### config.mk
export PLATFORM = sky130hd
export DESIGN_NAME = cmp_tally
export DESIGN_NICKNAME = d
export VERILOG_FILES = /design/src/rtl/cmp_tally.sv
export SDC_FILE = /design/constraint.sdc
export NUM_CORES = 1
export LEC_CHECK = 0
export ABC_AREA = 0
export CORE_MARGIN = 10
export CORE_UTILIZATION = 45
export CTS_CLUSTER_SIZE = 20
export DETAILED_ROUTE_END_ITERATION = 8
export GPL_ROUTABILITY_DRIVEN = 1
export PLACE_DENSITY_LB_ADDON = 0.1
export SETUP_SLACK_MARGIN = 0.2
export SYNTH_ARGS = -nofsm -noshare
export SYNTH_HDL_FRONTEND = slang
export SYNTH_SLANG_ARGS = --single-unit
### constraint.sdc
create_clock -name clk -period 4.4 [get_ports clk]
set_clock_uncertainty 0.15 [all_clocks]
set_input_delay 0.66 -clock clk [delete_from_list [all_inputs] [get_ports clk]]
set_output_delay 0.66 -clock clk [all_outputs]
set_load 0.01 [all_outputs]
### src/rtl/cmp_tally.sv
// cmp_tally: per-frame statistics collector for the 4-bit compare stage.
// Accumulates beat count, flag tallies (saturating) and a running signed
// maximum of the operand, then presents the frame results on a held
// valid/ready output port.
//
// Handshakes: a beat is taken on any rising clk edge where in_valid and
// in_ready are both 1; results are taken on any edge where out_valid and
// out_ready are both 1. Neither ready depends combinationally on its valid.
module cmp_tally #(
    parameter int W  = 4,
    parameter int CW = 8
) (
    input  logic          clk,
    input  logic          reset,
    input  logic          in_valid,
    output logic          in_ready,
    input  logic [W-1:0]  in_a,
    input  logic          in_gt_u,
    input  logic          in_gt_s,
    input  logic          in_eq,
    input  logic          in_last,
    output logic          out_valid,
    input  logic          out_ready,
    output logic [CW-1:0] out_cnt,
    output logic [CW-1:0] out_gtu,
    output logic [CW-1:0] out_gts,
    output logic [CW-1:0] out_eq,
    output logic [W-1:0]  out_max_s,
    output logic          dbg_state
);

    typedef enum logic {
        ST_ACC  = 1'b0,
        ST_HOLD = 1'b1
    } state_t;

    localparam logic [W-1:0]  MOST_NEG = {1'b1, {(W-1){1'b0}}};
    localparam logic [CW-1:0] CNT_MAX  = {CW{1'b1}};

    state_t        r_state;
    logic          r_in_ready;
    logic          r_out_valid;

    // Working (in-progress) frame tallies
    logic [CW-1:0] r_cnt;
    logic [CW-1:0] r_gtu;
    logic [CW-1:0] r_gts;
    logic [CW-1:0] r_eq;
    logic [W-1:0]  r_max;

    // Held frame results
    logic [CW-1:0] r_out_cnt;
    logic [CW-1:0] r_out_gtu;
    logic [CW-1:0] r_out_gts;
    logic [CW-1:0] r_out_eq;
    logic [W-1:0]  r_out_max;

    logic          w_accept;
    logic [CW-1:0] w_cnt_next;
    logic [CW-1:0] w_gtu_next;
    logic [CW-1:0] w_gts_next;
    logic [CW-1:0] w_eq_next;
    logic [W-1:0]  w_max_next;

    // Increment by en, sticking at all-ones instead of wrapping.
    function automatic logic [CW-1:0] sat_inc(input logic [CW-1:0] v, input logic en);
        return (en && (v != CNT_MAX)) ? v + CW'(1) : v;
    endfunction

    // Working values including the current beat (used both to update and to publish).
    always_comb begin
        w_accept   = in_valid & r_in_ready;
        w_cnt_next = sat_inc(r_cnt, 1'b1);
        w_gtu_next = sat_inc(r_gtu, in_gt_u);
        w_gts_next = sat_inc(r_gts, in_gt_s);
        w_eq_next  = sat_inc(r_eq,  in_eq);
        w_max_next = ($signed(in_a) > $signed(r_max)) ? in_a : r_max;
    end

    // FSM, working tallies and registered outputs; reset overrides all events.
    always_ff @(posedge clk) begin
        if (reset) begin
            r_state     <= ST_ACC;
            r_in_ready  <= 1'b1;
            r_out_valid <= 1'b0;
            r_cnt       <= '0;
            r_gtu       <= '0;
            r_gts       <= '0;
            r_eq        <= '0;
            r_max       <= MOST_NEG;
            r_out_cnt   <= '0;
            r_out_gtu   <= '0;
            r_out_gts   <= '0;
            r_out_eq    <= '0;
            r_out_max   <= '0;
        end else begin
            case (r_state)
                ST_ACC: begin
                    if (w_accept) begin
                        if (in_last) begin
                            // Publish the frame including this beat, then start fresh.
                            r_out_cnt   <= w_cnt_next;
                            r_out_gtu   <= w_gtu_next;
                            r_out_gts   <= w_gts_next;
                            r_out_eq    <= w_eq_next;
                            r_out_max   <= w_max_next;
                            r_cnt       <= '0;
                            r_gtu       <= '0;
                            r_gts       <= '0;
                            r_eq        <= '0;
                            r_max       <= MOST_NEG;
                            r_state     <= ST_HOLD;
                            r_in_ready  <= 1'b0;
                            r_out_valid <= 1'b1;
                        end else begin
                            r_cnt <= w_cnt_next;
                            r_gtu <= w_gtu_next;
                            r_gts <= w_gts_next;
                            r_eq  <= w_eq_next;
                            r_max <= w_max_next;
                        end
                    end
                end
                ST_HOLD: begin
                    // Input is ignored here; wait for the consumer to take results.
                    if (out_ready) begin
                        r_state     <= ST_ACC;
                        r_in_ready  <= 1'b1;
                        r_out_valid <= 1'b0;
                    end
                end
                default: begin
                    r_state     <= ST_ACC;
                    r_in_ready  <= 1'b1;
                    r_out_valid <= 1'b0;
                end
            endcase
        end
    end

    assign in_ready  = r_in_ready;
    assign out_valid = r_out_valid;
    assign out_cnt   = r_out_cnt;
    assign out_gtu   = r_out_gtu;
    assign out_gts   = r_out_gts;
    assign out_eq    = r_out_eq;
    assign out_max_s = r_out_max;
    assign dbg_state = r_state;

endmodule
==> reports/metrics.yaml, run 1 <==
route:
  wl_per_cell_um: 16.9
  antenna_left: 0
  drt-vias-per-instance: 5.93
  first_pass_iters: 4
  vias: 3470
  wl_mm: 9.89
  route.detailed.drc: 0
  drt_iter0_markers: 215
critical_path:
  crit_required_ns: 4.50
  r2r_end: "out_gts[2]$_SDFFE_PP0P_"
  path_class: "in2reg"
  worstRegToRegCells: 5
  crit_chain: "clkdlybuf4s50_1 > ha_1 > or3_4 > a21bo_4 > and2_4 > a311o_1"
  arrival_ns: 2.58
  cp_max_fo: 8
  crit_slowest_cell: "clkdlybuf4s50_1"
  max_stage_delay_ns: 0.45
  critPathLaunchType: "input port"
  rr_startpoint: "dbg_state$_SDFF_PP0_"
  ff2ff_setup_slack_ns: 2.31
  end_kind: "flop"
power:
  peakVddDrop_mv: 0.143
  powerDensity_nw_per_um2: 334
  leakage_nw: 1.52
finish:
  drive_gt1_share_pct: 7.29
  final_common_cell: "dfxtp_1"
  layout_common_cells: "75 x dfxtp_1, 55 x nand2_1, 50 x clkdlybuf4s50_1"
  area_growth_pct: 21.5
  fin_nets: 495
  n_antenna_cell: 0
yosys:
  synthCells: 438
  post_synth.cell_area_avg_um2: 8.48
  yosys_warnings: 0
  synthMuxAreaShare_pct: 0.269
  synth_fa_ha_area_share_pct: 2.69
  synth_largest_area_cell: "dfxtp_1"
  synth_simple_gate_area_share_pct: 22.8
  synth_compound_area_share_pct: 24.7
  synth_nets: 458
  ys_seq_area_share_pct: 40.4
  synth_edf_count: 0
  synth_area_leaders: "dfxtp_1 40%, nand2_1 5.6%, a21oi_1 3.8%"
  synth_ff_type: "dfxtp_1"
  synth_area_um2: 3710
  synth-seq-cells: 75
  ys_types: 59
  synth_xor_area_share_pct: 3.77
  synthArstFlopShare_pct: 0
  synth_top_family_by_area: "compound AO/OA/AOI/OAI gates"
  synth.top_cell.area_share_pct: 40.4
clock_tree:
  cts_tree: "built"
  cts_made_buffers: 9
  ctsHoldBuffers: 0
  root_buffer: "clkbuf_8"
  clkLatencyLatePin_ns: 0.36
  post-cts-setup-buffer-count: 0
  cts_resized: 0
  clk_pin_slew_ns: 0.08
  htree_levels: 3
  clock-sinks: 75
  clockBufferDepth: 2
hold_path:
  min_from: "out_gts[4]$_SDFFE_PP0P_"
  hp-class: "reg2reg"
  min_path_cells: 2
  min_to: "out_gts[4]$_SDFFE_PP0P_"
sta:
  relSlewSlack_pct: 50.8
  drv_slew: 0
  finalSetupTns_ns: 0
  rsz0062_at_grt: "no"
  setup_violations: 0
  max_freq_ghz: 0.403
  hold_violations: 0
  timing.hold.ws_ns: 0.287
  period_needed_ns: 2.48
  period_share_pct: 56.4
  max_slew.worst_pin.slew_ns: 0.738
global_routing:
  grt_pass1_wl_mm: 16.4
  grt_usage_pct: 15.7
  grt.overflow.total: 0
  grt_pass1_vias: 3307
  grt_antenna_before_repair: 0
  grt_start_max_net_pins: 32
floorplan:
  rows: 33
  core_um2: 8130
  initial_utilization_pct: 45.7
  fp.dieH_um: 111
  dieArea_um2: 12300
  die_x_um: 111
  num_io_pins: 51
place:
  hpwl_mm: 6.73
  io_buffers: 50
  finalWeightedCongestion: 0.868
run_status:
  status: "finished, final reports clean"
job:
  drv_cap: 0
## worst max-delay path: cells and delay by family
family,cells,cell delay (ns)
AO/OA/AOI/OAI,2,0.59
adder cells (fa/ha/maj),1,0.33
buffers and inverters,1,0.45
AND/OR/NAND/NOR,2,0.55
## stage by stage
step | setup slack (ns) | util, % | std cells | cell area [um^2] | power (W)
2_1_floorplan | 2.00 | - | 438 | 3710 | 0.000807
3_3_place_gp | 1.56 | 52.5 | 569 | 4270 | 0.000864
3_5_place_dp | 1.56 | 52.5 | 569 | 4270 | 0.000865
4_1_cts | 1.93 | 55.5 | 585 | 4510 | 0.00152
5_1_grt | 1.83 | 55.5 | 585 | 4510 | 0.00156
6_report | 1.92 | 55.5 | 585 | 4510 | 0.00151
## flip-flops by register name, indices dropped and copies added, names as in the netlist, 8 cells and up
signal and cells:
out_eq 8, r_cnt 8, r_gts 8, r_gtu 8, out_gtu 8, out_cnt 8
r_eq 8, out_gts 8
## per-layer routing
| layer | global-route usage, % | vias up | share of wire [%] |
|---|---|---|---|
| met5 | 0 | - | 0 |
| met4 | 5.64 | 0 | 1.2 |
| met3 | 4.49 | 13 | 6.3 |
| met2 | 25.1 | 100 | 46 |
| met1 | 19.6 | 1642 | 46 |
| li1 | - | 1715 | - |
## power breakdown
part	internal, W	total, W	switching, W
registers	0.000690	0.000700	0.00000975
logic	0.0000592	0.000150	0.0000907
clock network	0.000381	0.000659	0.000277
total	0.00113	0.00151	0.000378
## cells in the mapped netlist (4+ instances only)
cell type / instances
o311ai_1: 11
o21ai_0: 7
a21oi_1: 28
and3_1: 7
xor2_1: 13
nand3_1: 25
nand2_1: 55
nor2_1: 12
a31oi_1: 13
and2_1: 4
o31ai_1: 7
inv_1: 9
a32o_1: 6
nand4_1: 14
clkbuf_1: 15
nor2b_1: 4
o211ai_1: 4
nor3_1: 4
o21ai_1: 22
a31o_1: 6
or3_1: 12
a21o_1: 4
dfxtp_1: 75
ha_1: 8
buf_2: 16
## worst max-delay path by stage
stage	depth (start not counted)	slack, ns	startpoint	end
finish	6	1.92	in_a[2]	r_max[3]$_SDFFE_PP1P_
global route	6	1.83	in_a[3]	r_max[3]$_SDFFE_PP1P_
detailed placement	6	1.56	in_a[2]	r_max[3]$_SDFFE_PP1P_
CTS	6	1.93	in_a[2]	r_max[3]$_SDFFE_PP1P_
global placement	6	1.56	in_a[2]	r_max[3]$_SDFFE_PP1P_
floorplan	6	2.00	in_a[2]	r_max[3]$_SDFFE_PP1P_
## cell type report
cell class                 instances  area (um^2)
clock buffer                       9          124
clock inverter                     7          124
fill                             752         3620
inverter                          11         41.3
multi-input combinational        318         2020
sequential                        75         1500
tap                              105          131
timing repair buffer              60          576
## cells by family after synthesis
logic type	count (synthesis)
adders and majority gates	8
and+or+nand+nor	160
muxes	1
buffers and inverters	45
DFF	75
AOI/OAI and AO/OA	133
xor gates and xnor gates	16
(Power assumes the default switching activity.)
==> run 2: changes to the inputs <==
- clock period: 4.4 -> 2.2 ns (I/O delays scaled with it)
==> run 2 against run 1 <==
Wire length grew 2.9%. Die area did not move. Critical path type unchanged. Highest routed layer unchanged. Global-route usage grew 0.54 points. Combinational power is 150% higher.
==> reports/metrics.yaml, run 2 (synthesis results as in run 1) <==
power:
  total_power_w: 0.00266  # was 0.00151 W
  seqPwrFrac_pct: 52.7  # was 46.4%
  leakage_nw: 1.64  # was 1.52 nW
  share_comb_of_total_power_pct: 13.9  # was 9.9%
  p_sw_w: 0.000703  # was 0.000378 W
  powerDensity_nw_per_um2: 564  # was 334 nW/um^2
  peakVddDrop_mv: 0.308  # was 0.143 mV
  intPower_w: 0.00195  # was 0.00113 W
  switching_share_pct: 26.4  # was 25.0%
  clkPwrFrac_pct: 33.4  # was 43.7%
route:
  wl_mm: 10.2  # was 9.89 mm
  antenna_left: 0  # unchanged
  wl_per_cell_um: 16.6  # was 16.9 um
  drt-vias-per-instance: 5.84  # was 5.93
  drt_iter0_markers: 152  # was 215
  first_pass_iters: 4  # unchanged
  vias: 3580  # was 3,470
  route.detailed.drc: 0  # unchanged
sta:
  drv_slew: 0  # unchanged
  period_share_pct: 87.6
  max_slew.worst_pin.slew_ns: 0.472  # was 0.738 ns
  rsz0062_at_grt: "yes"  # was no
  max_freq_ghz: 0.519
  hold_violations: 0  # unchanged
  period_needed_ns: 1.93
  finalSetupTns_ns: 0  # unchanged
  relSlewSlack_pct: 68.1  # was 50.8%
  setup_violations: 0  # unchanged
critical_path:
  critPathLaunchType: "input port"  # unchanged
  path_class: "in2reg"  # unchanged
  cp.depth: 6  # unchanged
  crit_required_ns: 2.28  # was 4.50 ns
  crit_slowest_cell: "clkdlybuf4s50_1"  # unchanged
  crit_end: "r_max[3]$_SDFFE_PP1P_"  # unchanged
  max_stage_delay_ns: 0.42  # was 0.45 ns
  crit_start: "in_a[3]"  # was in_a[2]
  crit_chain: "clkdlybuf4s50_1 > ha_1 > or3_4 > a21bo_4 > and2_4 > a311o_1"  # unchanged
  end_kind: "flop"  # unchanged
  ff2ff_setup_slack_ns: 0.28  # was 2.31 ns
  worstRegToRegCells: 6  # was 5
  worst-path-buf-inv: 1  # unchanged
  path_delay_family: "simple AND/OR/NAND/NOR gates"  # was compound AO/OA/AOI/OAI gates
  arrival_ns: 2.01  # was 2.58 ns
  r2r_end: "r_max[3]$_SDFFE_PP1P_"  # was out_gts[2]$_SDFFE_PP0P_
  rr_startpoint: "r_max[2]$_SDFFE_PP0P_"  # was dbg_state$_SDFF_PP0_
  cp_max_fo: 8  # unchanged
finish:
  fin_area_um2: 4710  # was 4510 um^2
  fillCellCount: 745  # was 752
  area_growth_pct: 26.8  # was 21.5%
  n_antenna_cell: 0  # unchanged
  drive_gt1_share_pct: 13.4  # was 7.29%
  final-seq-area_um2: 1500  # about the same
  layout_common_cells: "74 x dfxtp_1, 55 x nand2_1, 49 x clkdlybuf4s50_1"  # was 75 x dfxtp_1, 55 x nand2_1, 50 x clkdlybuf4s50_1
  final_common_cell: "dfxtp_1"  # unchanged
  fin_nets: 523  # was 495
  multiInputGateArea_um2: 2060  # was 2020 um^2
clock_tree:
  cts_made_buffers: 9  # unchanged
  root_buffer: "clkbuf_8"  # unchanged
  clkLatencyLatePin_ns: 0.35  # was 0.36 ns
  clk_pin_slew_ns: 0.07  # was 0.08 ns
  clockBufferDepth: 2  # unchanged
  cts_tree: "built"  # unchanged
  clock-sinks: 75  # unchanged
  ctsHoldBuffers: 0  # unchanged
  htree_levels: 3  # unchanged
floorplan:
  fp.dieH_um: 111  # unchanged
  initial_utilization_pct: 45.7  # unchanged
  die_x_um: 111  # unchanged
  core_um2: 8130  # unchanged
  num_io_pins: 51  # unchanged
  dieArea_um2: 12300  # unchanged
  rows: 33  # unchanged
run_status:
  status: "finished, final reports clean"  # unchanged
global_routing:
  grt.overflow.total: 0  # unchanged
  grt_usage_pct: 16.3  # was 15.7%
  grt_pass1_wl_mm: 17.0  # was 16.4 mm
  grt_pass1_vias: 3419  # was 3,307
  grt_start_max_net_pins: 29  # was 32
  grtUsageMet1_pct: 20.5  # was 19.6%
  grt_antenna_before_repair: 0  # unchanged
  use_met2_pct: 26.3  # was 25.1%
  use_met3_pct: 4.55  # was 4.49%
  busiest_layer: "met2"  # unchanged
place:
  dpl-instance-area_um2: 4510  # was 4270 um^2
  finalWeightedCongestion: 0.896  # was 0.868
  hpwl_mm: 7.40  # was 6.73 mm
  io_buffers: 50  # unchanged
hold_path:
  min_path_cells: 2  # unchanged
  hp-class: "reg2reg"  # unchanged
job:
  drv_cap: 0  # unchanged
run 2: changes by cell type in the layout (fill, tap and decap cells not counted), sizes merged:
cell | previous run | this run
buf | 10 | 38
clkinvlp | 1 | 0
clkinv | 1 | 3
dlygate4sd2 | 0 | 1
inv | 13 | 11
clkbuf | 9 | 13
clkdlybuf4s50 | 50 | 49
bufinv | 3 | 0
run 2: worst min path at each step:
stage / start / end / slack (ns)
3_5_place_dp: out_eq[3]$_SDFFE_PP0P_ / out_eq[3]$_SDFFE_PP0P_ / 0.29
2_1_floorplan: r_max[1]$_SDFFE_PP0P_ / r_max[1]$_SDFFE_PP0P_ / 0.29
3_3_place_gp: out_gtu[4]$_SDFFE_PP0P_ / out_gtu[4]$_SDFFE_PP0P_ / 0.28
4_1_cts: out_eq[3]$_SDFFE_PP0P_ / out_eq[3]$_SDFFE_PP0P_ / 0.30
6_report: out_eq[3]$_SDFFE_PP0P_ / out_eq[3]$_SDFFE_PP0P_ / 0.30
5_1_grt: out_gts[0]$_SDFFE_PP0P_ / out_gts[0]$_SDFFE_PP0P_ / 0.32
run 2: stage by stage:
| stage | hold slack, ns | instances | setup WS [ns] | util (%) |
|---|---|---|---|---|
| floorplan | 0.292 | 438 | 0.250 | - |
| global placement | 0.278 | 595 | -0.169 | 55.5 |
| detailed placement | 0.289 | 595 | -0.218 | 55.5 |
| CTS | 0.300 | 613 | 0.235 | 57.6 |
| global route | 0.323 | 613 | 0.185 | 57.9 |
| finish | 0.297 | 613 | 0.274 | 57.9 |
run 2: layout make-up:
type / instances / area share, %
clock inverters: 3 / 0.319
flip-flops and latches: 75 / 31.9
clock buffers: 13 / 2.95
well taps: 105 / 2.79
repair buffers: 88 / 17.5
inverters: 11 / 0.877
multi-input cells: 318 / 43.7
run 2: power groups by stage:
| stage | sequential [W] | clock, W | combinational [W] |
|---|---|---|---|
| after floorplan | 0.00143 | 0 | 0.000183 |
| after global placement | 0.00143 | 0 | 0.000356 |
| after CTS | 0.00140 | 0.000922 | 0.000363 |
| after global routing | 0.00140 | 0.000972 | 0.000403 |
| final | 0.00140 | 0.000888 | 0.000369 |
| after detailed placement | 0.00143 | 0 | 0.000361 |
run 2: layer usage:
metal | up-vias | part of all wire (%)
met1 | 1722 | 47
met4 | 0 | 1.2
met2 | 72 | 47
met3 | 12 | 5.4
li1 | 1774 | -
met5 | - | 0
run 2: repair_timing:
action                                  4_1_cts  5_1_grt
endpoints found under the setup margin        6        8
resized for setup                             2        6
pin swaps                                     1        0
buffers inserted                              2        0
run 2: worst register-to-register path, stage by stage, from the launching register on:
cell and delay, ns:
dfxtp_2 0.34, inv_2 0.05, ha_4 0.23, or3_4 0.39, a21bo_4 0.22, and2_4 0.16
a311o_1 0.27
